--- config.mk ---
export PLATFORM = sky130hd
export DESIGN_NAME = y1_gen
export DESIGN_NICKNAME = d
export VERILOG_FILES = /design/src/rtl/y1_pkg.sv /design/src/rtl/y1_gen.sv
export SDC_FILE = /design/constraint.sdc
export NUM_CORES = 1
export LEC_CHECK = 0
export ABC_CLOCK_PERIOD_IN_PS = 1910
export CAP_MARGIN = 20
export CORE_MARGIN = 5
export CORE_UTILIZATION = 55
export DETAILED_ROUTE_END_ITERATION = 12
export DONT_BUFFER_PORTS = 1
export GPL_TIMING_DRIVEN = 0
export PLACE_DENSITY = 0.69
export REMOVE_ABC_BUFFERS = 1
export SYNTH_ARGS = -nofsm -noshare
export SYNTH_HDL_FRONTEND = slang
export SYNTH_SLANG_ARGS = --single-unit
--- constraint.sdc ---
create_clock -name clk_i -period 1.91 [get_ports clk_i]
set_clock_uncertainty 0.15 [all_clocks]
set_input_delay 0.4775 -clock clk_i [delete_from_list [all_inputs] [get_ports clk_i]]
set_output_delay 0.4775 -clock clk_i [all_outputs]
set_load 0.01 [all_outputs]
--- src/rtl/y1_pkg.sv ---
// Shared pattern definition for the 16-input detector: FSM state encoding,
// the match word and its don't-care width, plus a small mask helper.
package y1_pkg;

  // Generator FSM states.
  typedef enum logic [1:0] {
    ST_IDLE  = 2'd0,
    ST_SWEEP = 2'd1,
    ST_FLIP  = 2'd2,
    ST_FIN   = 2'd3
  } y1_state_e;

  // Match word with every don't-care bit cleared.
  localparam logic [15:0] Y1_BASE    = 16'h4628;
  // Number of low-order don't-care bits in the match word.
  localparam int          Y1_DC_BITS = 3;
  // Burst counter width; terminal counts are compared explicitly, so it never wraps.
  localparam int          Y1_CNT_W   = 5;

  // Mask covering the low-order don't-care bits.
  function automatic logic [15:0] y1_dc_mask(input int dc_bits);
    return 16'((32'd1 << dc_bits) - 32'd1);
  endfunction

endpackage

--- src/rtl/y1_gen.sv ---
// Stimulus generator for the 16-input pattern detector.
// A burst first sweeps every don't-care combination on top of BASE (all of
// these must match), then optionally flips each care bit once (none of these
// may match). Each word carries the detector output it should produce.
//
// Handshake: a word is offered while valid_o=1; it is transferred only in a
// cycle where valid_o=1 and ready_i=1. While valid_o=1 and ready_i=0,
// data_o/expect_o hold and valid_o stays high. ready_i is ignored when
// valid_o=0. With ready_i held high one word moves every cycle.
module y1_gen
  import y1_pkg::*;
#(
  parameter logic [15:0] BASE    = Y1_BASE,
  parameter int          DC_BITS = Y1_DC_BITS
) (
  input  logic        clk_i,
  input  logic        rst_i,
  input  logic        start_i,
  input  logic        mode_i,
  input  logic        ready_i,
  output logic        valid_o,
  output logic [15:0] data_o,
  output logic        expect_o,
  output logic        busy_o,
  output logic        done_o,
  output logic [1:0]  state_o
);

  localparam logic [1:0] S_IDLE  = ST_IDLE;
  localparam logic [1:0] S_SWEEP = ST_SWEEP;
  localparam logic [1:0] S_FLIP  = ST_FLIP;
  localparam logic [1:0] S_FIN   = ST_FIN;

  localparam logic [15:0]         DC_MASK    = y1_dc_mask(DC_BITS);
  // Last sweep count and first flip index, both from the don't-care width.
  localparam logic [Y1_CNT_W-1:0] SWEEP_LAST = Y1_CNT_W'((32'd1 << DC_BITS) - 32'd1);
  localparam logic [Y1_CNT_W-1:0] FLIP_FIRST = Y1_CNT_W'(DC_BITS);
  localparam logic [Y1_CNT_W-1:0] FLIP_LAST  = Y1_CNT_W'(15);

  logic [1:0]          state_q, state_d;
  logic [Y1_CNT_W-1:0] cnt_q,   cnt_d;
  logic                mode_q,  mode_d;

  logic                valid_w;
  logic                xfer_w;

  assign xfer_w = valid_w & ready_i;

  // Word forming: purely a function of state, counter and parameters, so the
  // offered word cannot change while the counter is held during a stall.
  always_comb begin
    valid_w  = 1'b0;
    busy_o   = 1'b0;
    done_o   = 1'b0;
    expect_o = 1'b0;
    data_o   = 16'h0000;
    case (state_q)
      S_SWEEP: begin
        valid_w  = 1'b1;
        busy_o   = 1'b1;
        expect_o = 1'b1;
        data_o   = BASE | (16'(cnt_q) & DC_MASK);
      end
      S_FLIP: begin
        valid_w  = 1'b1;
        busy_o   = 1'b1;
        expect_o = 1'b0;
        data_o   = BASE ^ (16'h0001 << cnt_q[3:0]);
      end
      S_FIN: begin
        done_o = 1'b1;
      end
      default: begin
        valid_w = 1'b0;
      end
    endcase
  end

  assign valid_o = valid_w;
  assign state_o = state_q;

  // Next-state logic: the counter only moves on a transfer, and the phase
  // ends on an explicit terminal-count compare rather than on wrap.
  always_comb begin
    state_d = state_q;
    cnt_d   = cnt_q;
    mode_d  = mode_q;
    case (state_q)
      S_IDLE: begin
        if (start_i) begin
          state_d = S_SWEEP;
          cnt_d   = '0;
          mode_d  = mode_i;
        end
      end
      S_SWEEP: begin
        if (xfer_w) begin
          if (cnt_q == SWEEP_LAST) begin
            if (mode_q) begin
              state_d = S_FLIP;
              cnt_d   = FLIP_FIRST;
            end else begin
              state_d = S_FIN;
              cnt_d   = '0;
            end
          end else begin
            cnt_d = cnt_q + 1'b1;
          end
        end
      end
      S_FLIP: begin
        if (xfer_w) begin
          if (cnt_q == FLIP_LAST) begin
            state_d = S_FIN;
            cnt_d   = '0;
          end else begin
            cnt_d = cnt_q + 1'b1;
          end
        end
      end
      S_FIN: begin
        // One-cycle done pulse; start is deliberately not looked at here.
        state_d = S_IDLE;
      end
      default: begin
        state_d = S_IDLE;
        cnt_d   = '0;
        mode_d  = 1'b0;
      end
    endcase
  end

  // State registers with asynchronous reset that abandons any burst.
  always_ff @(posedge clk_i or posedge rst_i) begin
    if (rst_i) begin
      state_q <= S_IDLE;
      cnt_q   <= '0;
      mode_q  <= 1'b0;
    end else begin
      state_q <= state_d;
      cnt_q   <= cnt_d;
      mode_q  <= mode_d;
    end
  end

endmodule

==> impl_metrics.toml, run 1 <==
[finish]
nNetsFinal = 136
fin_cells = 132
layout-drive-gt1-share_pct = 48.28
final_util_pct = 76.62
antenna_cells = 0
synthToLayoutAreaGrowth_pct = 28.61

[placed_design]
io_buffers = 0
dp_hpwl_mm = 1.477
gp_congestion = 0.8069
dp_cells = 117

[clock_network]
insertion_delay_ps = 240
h-tree-depth = 1
cts_max_path_buffers = 2
cts_buffers = 3
cts.sinks = 8
cts.clk_slew.worst_paths_ps = 50
root_buffer = "clkbuf_4"
tritoncts = "done"

[synth]
synthTopCellsByArea = "dfrtp_1, ha_1, nor2b_1"
ys_warn_count = 0
synthArstFlopShare_pct = 100.0
synth-edff-count = 0
yosysSeqAreaShare_pct = 21.80
postSynthAreaPerCell_um2 = 8.504
synth.distinct_cells = 40
synth_top_area_cell = "dfrtp_1"
ys_seq_elements = 8
netlist_area_um2 = 918.4
syn-instance-count = 108
ys.flop_type = "dfrtp_1"
synth_top_area_share_pct = 21.80

[global_route]
grt_usage_pct = 17.28
grt_pass1_vias = 778
antenna_found_initial = 0
grt_pass1_wl_mm = 3.594
grt_max_degree = 18
overflow = 0

[worst_setup_path]
reg2reg_depth = 6
r2r_end = "state_o[1]$_DFFE_PP0P_"
slowest_delay_ps = 470
cp_cell_sequence = "inv_4 > ha_4 > buf_2 > a32o_2"
cp-start-kind = "register"
required_ps = 1280
critPathSlowestCell = "dfrtp_2"
critPathKind = "register to primary output"
critical_path.reg2reg.startpoint = "state_o[1]$_DFFE_PP0P_"
path_max_fanout = 8
cp-end-kind = "primary output"
reg2reg_slack_ps = -110
arrival_ps = 1600

[routing]
routed_wirelength_mm = 2.283
vias = 824
postRouteAntennaNets = 0
drc_errors = 0
wl_per_cell_um = 17.30
drtIter0Drc = 13
via_per_inst = 6.242
first_pass_iters = 4

[die]
dieWidth_um = 50.86
rows = 14
core_um2 = 1541
io_pins = 27
die_area_um2 = 2587
die_h_um = 50.86
start_util_pct = 59.58

[sta]
tns_ps = -4768
worst_pin_slew_ps = 395.2
drv_slew = 0
hold_viol_final = 0
fmax_ghz = 0.4488
final.setup.worst_slack_ps = -318.1
rsz0062_at_grt = "yes"
setup-violations-final = 22
period_minus_slack_ps = 2228
max-slew-margin-rel_pct = 73.65
fin_crit_sh_pct = 116.7

[status]
violations = "setup timing"
status = "finished, violations left"

[power]
p_leak_nw = 0.4816
peakVddDrop_mv = 1.404
p_per_area_nw_per_um2 = 1678

[min_path]
worstHoldEndpoint = "mode_q$_DFFE_PP0P_"
hold_depth = 1
holdCritPathClass = "primary input to register"
min_from = "mode_i"

[run]
cap_violations = 0
-- report_power, final --
| group | switching [mW] | internal (mW) | leakage [nW] |
|---|---|---|---|
| Sequential | 0.124 | 0.231 | 0.0946 |
| Clock | 0.0457 | 0.0711 | 0.0138 |
| Combinational | 0.853 | 0.657 | 0.373 |
-- routing by layer --
layer | vias up | routed length (um) | track usage (%)
met2 | 24 | 1128 | 29.75
met4 | 0 | 16 | 5.106
met3 | 2 | 168 | 4.070
met1 | 398 | 971 | 21.22
met5 | - | 0 | 0
li1 | 400 | - | -
-- sequential cells by signal (all words and copies together), names as in the netlist --
signal and cells:
cnt_q 5, state_o 2, mode_q 1
-- stage by stage --
stage | cell area (um^2) | total power, mW | hold slack (ps) | worst slack (ps)
floorplan | 877.1 | 1.160 | 143.2 | -487.7
global placement | 897.1 | 1.351 | 160.8 | -775.6
detailed placement | 897.1 | 1.373 | 161.9 | -830.6
CTS | 1096 | 1.872 | 237.8 | -303.6
global route | 1181 | 2.136 | 229.3 | -389.9
finish | 1181 | 1.982 | 240.8 | -318.1
-- synthesized netlist by cell type, drive strengths merged (2+ instances only) --
cell type,number
nand2b,6
inv,9
buf,6
ha,13
nor3,4
nand4,2
and3,5
nand3,3
a32o,4
o21ai,3
and2,2
a21oi,7
dfrtp,8
nand2,8
nor2b,7
mux2,2
-- what timing repair did --
| action | in CTS | in global routing |
|---|---|---|
| pin swaps | 8 | 8 |
| resized for setup | 48 | 7 |
| setup endpoints to repair | 26 | 24 |
| setup buffers | 4 | 7 |
| hold buffers | 1 | 0 |
| hold endpoints to repair | 8 | 0 |
-- logic make-up (layout without fill, tap and decap cells) --
| kind of cell | Yosys count | in the layout | synth area share [%] |
|---|---|---|---|
| and+or+nand+nor | 47 | 47 | 31.75 |
| DFF | 8 | 8 | 21.80 |
| buffers and inverters | 16 | 24 | 8.173 |
| AOI/OAI and AO/OA | 22 | 22 | 17.71 |
| adders and majority gates | 13 | 13 | 17.71 |
| muxes | 2 | 2 | 2.860 |
-- layout make-up --
type | instances | area (um^2)
multi-input combinational | 84 | 807.0
fill | 110 | 360.3
sequential | 8 | 207.7
timing repair buffer | 12 | 85.08
inverter | 9 | 38.79
clock buffer | 3 | 22.52
tap | 16 | 20.02
-- cell usage in the layout, fill, tap and decap left out, types with 4 or more instances in the layout --
cell,count
buf_4,8
ha_1,8
a21oi_1,6
dfrtp_2,6
inv_1,7
and3_4,4
nand2b_1,5
nand2_1,6
-- worst max-delay path: cells and delay by family, from the launching register on --
kind                     cells  cell delay [ps]
buffers and inverters        2              290
flip-flops                   1              470
AO/OA/AOI/OAI                1              220
adder cells (fa/ha/maj)      1              370
-- worst max-delay path by stage --
stage / end / from / slack, ps
final: data_o[1] / state_o[1]$_DFFE_PP0P_ / -320
after global routing: data_o[12] / state_o[1]$_DFFE_PP0P_ / -390
after CTS: data_o[13] / state_o[1]$_DFFE_PP0P_ / -300
after detailed placement: data_o[6] / state_o[1]$_DFFE_PP0P_ / -830
after global placement: data_o[6] / state_o[1]$_DFFE_PP0P_ / -780
after floorplan: data_o[6] / state_o[1]$_DFFE_PP0P_ / -490
Power figures use the tool's default switching activity.
==> run 2, diff against run 1 <==
==> config.mk (replaced) <==
export PLATFORM = sky130hd
export DESIGN_NAME = y1_gen
export DESIGN_NICKNAME = d
export VERILOG_FILES = /design/src/rtl/y1_pkg.sv /design/src/rtl/y1_gen.sv
export SDC_FILE = /design/constraint.sdc
export NUM_CORES = 1
export LEC_CHECK = 0
export ABC_CLOCK_PERIOD_IN_PS = 2650
export CAP_MARGIN = 20
export CORE_MARGIN = 5
export CORE_UTILIZATION = 57
export DETAILED_ROUTE_END_ITERATION = 12
export DONT_BUFFER_PORTS = 1
export GPL_TIMING_DRIVEN = 0
export PLACE_DENSITY = 0.68
export REMOVE_ABC_BUFFERS = 1
export SETUP_SLACK_MARGIN = 0.5
export SYNTH_ARGS = -nofsm -noshare
export SYNTH_HDL_FRONTEND = slang
export SYNTH_SLANG_ARGS = --single-unit
==> constraint.sdc (replaced) <==
create_clock -name clk_i -period 2.65 [get_ports clk_i]
set_clock_uncertainty 0.15 [all_clocks]
set_input_delay 0.6625 -clock clk_i [delete_from_list [all_inputs] [get_ports clk_i]]
set_output_delay 0.6625 -clock clk_i [all_outputs]
set_load 0.01 [all_outputs]
==> impl_metrics.toml, run 2 (synthesis gave the netlist of run 1 again) <==
[worst_setup_path]
cp-end-kind = "primary output"
critical_path.reg2reg.startpoint = "state_o[1]$_DFFE_PP0P_"
reg2reg_depth = 7
path_max_fanout = 8
reg2reg_slack_ps = 440
required_ps = 1840
cp-start-kind = "register"
cp_cell_sequence = "inv_4 > ha_4 > buf_2 > a32o_2"
slowest_delay_ps = 480
arrival_ps = 1580
critPathSlowestCell = "dfrtp_2"
r2r_end = "state_o[1]$_DFFE_PP0P_"
critPathKind = "register to primary output"

[global_route]
antenna_found_initial = 0
grt_max_degree = 16
grt_pass1_wl_mm = 3.974
overflow = 0
grt_pass1_vias = 833
grt_usage_pct = 19.88

[status]
status = "completed"

[finish]
nNetsFinal = 133
final_common_cell = "ha_1"
synthToLayoutAreaGrowth_pct = 29.02
fin_cells = 129
fillCellCount = 101
multi_input_area_um2 = 835.8
seq_area_um2 = 210.2
top_register = "cnt_q"
antenna_cells = 0
largest_reg_flops = 5
layout-drive-gt1-share_pct = 50.44
final_cell_mix = "ha_1, nand2_1"

[clock_network]
h-tree-depth = 1
cts.clk_slew.worst_paths_ps = 50
root_buffer = "clkbuf_4"
tritoncts = "done"
cts_hold_buf = 0
cts_max_path_buffers = 2
cts_buffers = 3
cts.sinks = 8
insertion_delay_ps = 250

[die]
rows = 14
start_util_pct = 60.26
die_area_um2 = 2514
core_um2 = 1524
dieWidth_um = 50.14
io_pins = 27
die_h_um = 50.14

[sta]
setup-violations-final = 0
whs_ps = 83.10
fin_crit_sh_pct = 90.36
drv_slew = 0
max-slew-margin-rel_pct = 77.52
worst_pin_slew_ps = 332.6
hold_viol_final = 0
period_minus_slack_ps = 2395
rsz0062_at_grt = "yes"
fmax_ghz = 0.4176

[placed_design]
io_buffers = 0
gp_congestion = 0.7881
dp_cells = 117
dp_hpwl_mm = 1.467

[routing]
first_pass_iters = 4
drc_errors = 0
postRouteAntennaNets = 0
drtIter0Drc = 15
wl_per_cell_um = 18.94
routed_wirelength_mm = 2.443
vias = 828
via_per_inst = 6.419

[min_path]
holdCritPathClass = "primary input to async pin"

[run]
cap_violations = 0

[power]
p_leak_nw = 0.4830
peakVddDrop_mv = 1.048
p_per_area_nw_per_um2 = 1279
run 2: cell count changes in the layout (fill, tap and decap cells not counted), moves of 2 or more:
cell and delta:
buf_4 -3, nor2b_2 -3, nor2b_4 +3, a21oi_1 -2
a21oi_2 +2, inv_1 -2, inv_2 +2
run 2: routing by layer:
| metal | routed length (um) | share of wire, % | GRT usage [%] |
|---|---|---|---|
| met1 | 1005 | 41 | 23.22 |
| met2 | 1228 | 50 | 34.73 |
| met3 | 178 | 7.3 | 4.438 |
| met4 | 29 | 1.2 | 7.860 |
| met5 | 0 | 0 | 0 |
run 2: worst max-delay path by stage:
stage	start	to	slack [ps]	cells after the start
2_1_floorplan	state_o[1]$_DFFE_PP0P_	data_o[6]	70	4
3_3_place_gp	state_o[1]$_DFFE_PP0P_	data_o[6]	-250	4
3_5_place_dp	state_o[1]$_DFFE_PP0P_	data_o[6]	-310	4
4_1_cts	state_o[1]$_DFFE_PP0P_	data_o[1]	210	5
5_1_grt	state_o[1]$_DFFE_PP0P_	data_o[1]	180	5
6_report	state_o[1]$_DFFE_PP0P_	data_o[2]	260	4
run 2: critical path, delay by kind of cell, from the launching register on:
family / cells / cell delay [ps]
AOI/OAI and AO/OA: 1 / 220
DFF: 1 / 480
adders and majority gates: 1 / 360
buffers and inverters: 2 / 280
run 2: where the power goes:
group / leakage [nW] / internal, mW / total (mW) / switching, mW
Combinational: 0.375 / 0.528 / 1.17 / 0.645
Sequential: 0.0943 / 0.167 / 0.254 / 0.0878
Clock: 0.0138 / 0.0515 / 0.0885 / 0.0369
Total: 0.483 / 0.746 / 1.52 / 0.770
run 2: final cells by class:
type,count,area share (%)
clock buffers,3,1.901
inverters,9,3.273
multi-input cells,84,70.54
flip-flops and latches,8,17.74
well taps,16,1.690
repair buffers,9,4.857
run 2: repair_timing:
action	CTS	global route
setup buffers	7	2
pin swaps	7	8
endpoints found under the setup margin	26	23
resized for setup	48	13
run 2: stage by stage:
stage | setup WS [ps] | power (mW) | instance area [um^2] | TNS (ps) | utilization (%)
final | 255.5 | 1.516 | 1185 | 0 | 77.75
after global routing | 178.6 | 1.629 | 1185 | 0 | 77.75
after CTS | 207.5 | 1.477 | 1137 | 0 | 74.63
after detailed placement | -305.6 | 0.9941 | 897.1 | -1396 | 58.87
after global placement | -247.8 | 0.9745 | 897.1 | -896.0 | 58.87
after floorplan | 67.33 | 0.8358 | 877.1 | 0 | -
==> run 3, diff against run 2 <==
--- a/config.mk
+++ b/config.mk
@@ -12,6 +12,7 @@
 export DETAILED_ROUTE_END_ITERATION = 12
 export DONT_BUFFER_PORTS = 1
 export GPL_TIMING_DRIVEN = 0
+export HOLD_SLACK_MARGIN = 0.1
 export PLACE_DENSITY = 0.68
 export REMOVE_ABC_BUFFERS = 1
 export SETUP_SLACK_MARGIN = 0.5
==> constraint.sdc (replaced) <==
create_clock -name clk_i -period 2.65 [get_ports clk_i]
set_clock_uncertainty 0.15 [all_clocks]
set_input_delay 0.6625 -clock clk_i [delete_from_list [all_inputs] [get_ports clk_i]]
set_output_delay 0.6625 -clock clk_i [all_outputs]
set_load 0.02 [all_outputs]
==> impl_metrics.toml, run 3 (synthesis gave the netlist of run 1 again) <==
[finish]
top_register = "cnt_q"
antenna_cells = 0
final_util_pct = 75.53
final_common_cell = "ha_1"
synthToLayoutAreaGrowth_pct = 25.34
layout-drive-gt1-share_pct = 42.86
nNetsFinal = 132
final_cell_mix = "ha_1, inv_1, nand2_1"
largest_reg_flops = 5

[sta]
whs_ps = 421.7
max-slew-margin-rel_pct = 72.24
drv_slew = 0
period_minus_slack_ps = 2578
setup-violations-final = 0
fin_crit_sh_pct = 97.28
rsz0062_at_grt = "yes"
fmax_ghz = 0.3879
worst_pin_slew_ps = 416.4
hold_viol_final = 0

[global_route]
grt_pass1_vias = 810
overflow = 0
grt_pass1_wl_mm = 3.960
grt_usage_pct = 19.70
antenna_found_initial = 0
grt_max_degree = 16

[die]
die_h_um = 50.14
start_util_pct = 60.26
dieWidth_um = 50.14
die_area_um2 = 2514
core_um2 = 1524
io_pins = 27
rows = 14

[clock_network]
h-tree-depth = 1
cts_buffers = 3
cts.clk_slew.worst_paths_ps = 50
cts_max_path_buffers = 2
insertion_delay_ps = 250
cts.sinks = 8
root_buffer = "clkbuf_4"
tritoncts = "done"

[routing]
wl_per_cell_um = 19.41
via_per_inst = 6.578
postRouteAntennaNets = 0
vias = 842
first_pass_iters = 7
drc_errors = 0
routed_wirelength_mm = 2.485
drtIter0Drc = 17

[power]
switchingPower_mw = 0.8826
p_clk_share_pct = 5.4
p_per_area_nw_per_um2 = 1403
peakVddDrop_mv = 0.9884
p_int_mw = 0.7324
power_frac_seq_pct = 16.4
p_sw_share_pct = 54.65
fin_total_pwr_mw = 1.615
p_comb_share_pct = 78.2
p_leak_nw = 0.4773

[min_path]
min_from = "mode_i"
holdCritPathClass = "primary input to register"

[worst_setup_path]
arrival_ps = 1770
critPathKind = "register to primary output"
critical_path.reg2reg.startpoint = "state_o[1]$_DFFE_PP0P_"
cp-start-kind = "register"
path_max_fanout = 8
required_ps = 1840
cp-end-kind = "primary output"
startpoint = "state_o[1]$_DFFE_PP0P_"

[placed_design]
dp_hpwl_mm = 1.467
gp_congestion = 0.7881
io_buffers = 0

[run]
cap_violations = 0

[status]
status = "completed"
-- run 3: cell count changes in the layout (fill, tap and decap cells not counted), moves of 2 or more --
cell	previous run	this run
buf_4	5	3
dfrtp_1	2	4
ha_1	8	10
inv_1	5	7
inv_2	2	0
-- run 3: path summary, 6_finish.rpt --
kind | slack [ps] | depth (start not counted) | end
min in group asynchronous | 640 | 2 | cnt_q[0]$_DFFE_PP0P_
setup / recovery | 70 | 5 | data_o[1]
hold / removal | 420 | 1 | mode_q$_DFFE_PP0P_
max in group asynchronous | 1470 | 2 | state_o[1]$_DFFE_PP0P_
setup reg to reg | 310 | 7 | cnt_q[1]$_DFFE_PP0P_
hold reg to reg | 450 | 1 | cnt_q[4]$_DFFE_PP0P_
-- run 3: power groups by stage --
stage / sequential [mW] / combinational, mW / clock (mW)
2_1_floorplan: 0.226 / 0.721 / 0
3_3_place_gp: 0.241 / 0.844 / 0
3_5_place_dp: 0.243 / 0.861 / 0
4_1_cts: 0.263 / 1.21 / 0.0908
5_1_grt: 0.272 / 1.34 / 0.0941
6_report: 0.265 / 1.26 / 0.0876
-- run 3: metal layers --
layer / global-route usage [%] / vias to the layer above / wire length, um
li1: - / 396 / -
met1: 24.68 / 414 / 1050
met2: 33.68 / 30 / 1254
met3: 2.959 / 2 / 168
met4: 7.424 / 0 / 11
met5: 0 / - / 0
-- run 3: final cells by class --
cell class / count / area (um^2)
multi-input combinational: 84 / 812.0
fill: 108 / 372.9
sequential: 8 / 205.2
timing repair buffer: 8 / 52.55
inverter: 9 / 38.79
clock buffer: 3 / 22.52
tap: 16 / 20.02
-- run 3: critical path: stages, from the launching register on --
cell and delay [ps]:
dfrtp_2 520, inv_4 70, ha_4 420, nand2_8 100, nor3_4 180, a32o_2 230
-- run 3: timing repair --
action / CTS / global route
gates resized for setup: 45 / 11
pin swaps: 4 / 5
hold buffers: 1 / 0
endpoints found under the setup margin: 26 / 23
hold endpoints to repair: 8 / 0
gates cloned: 0 / 0
buffers inserted: 7 / 0
-- run 3: per-stage QoR --
stage / setup TNS (ps) / setup slack (ps) / instances / cell area [um^2]
5_1_grt: 0 / 14.20 / 128 / 1151
3_5_place_dp: -6192 / -817.4 / 117 / 897.1
4_1_cts: 0 / 67.82 / 128 / 1126
6_report: 0 / 72.21 / 128 / 1151
2_1_floorplan: -1542 / -465.0 / 101 / 877.1
3_3_place_gp: -4966 / -766.1 / 117 / 897.1
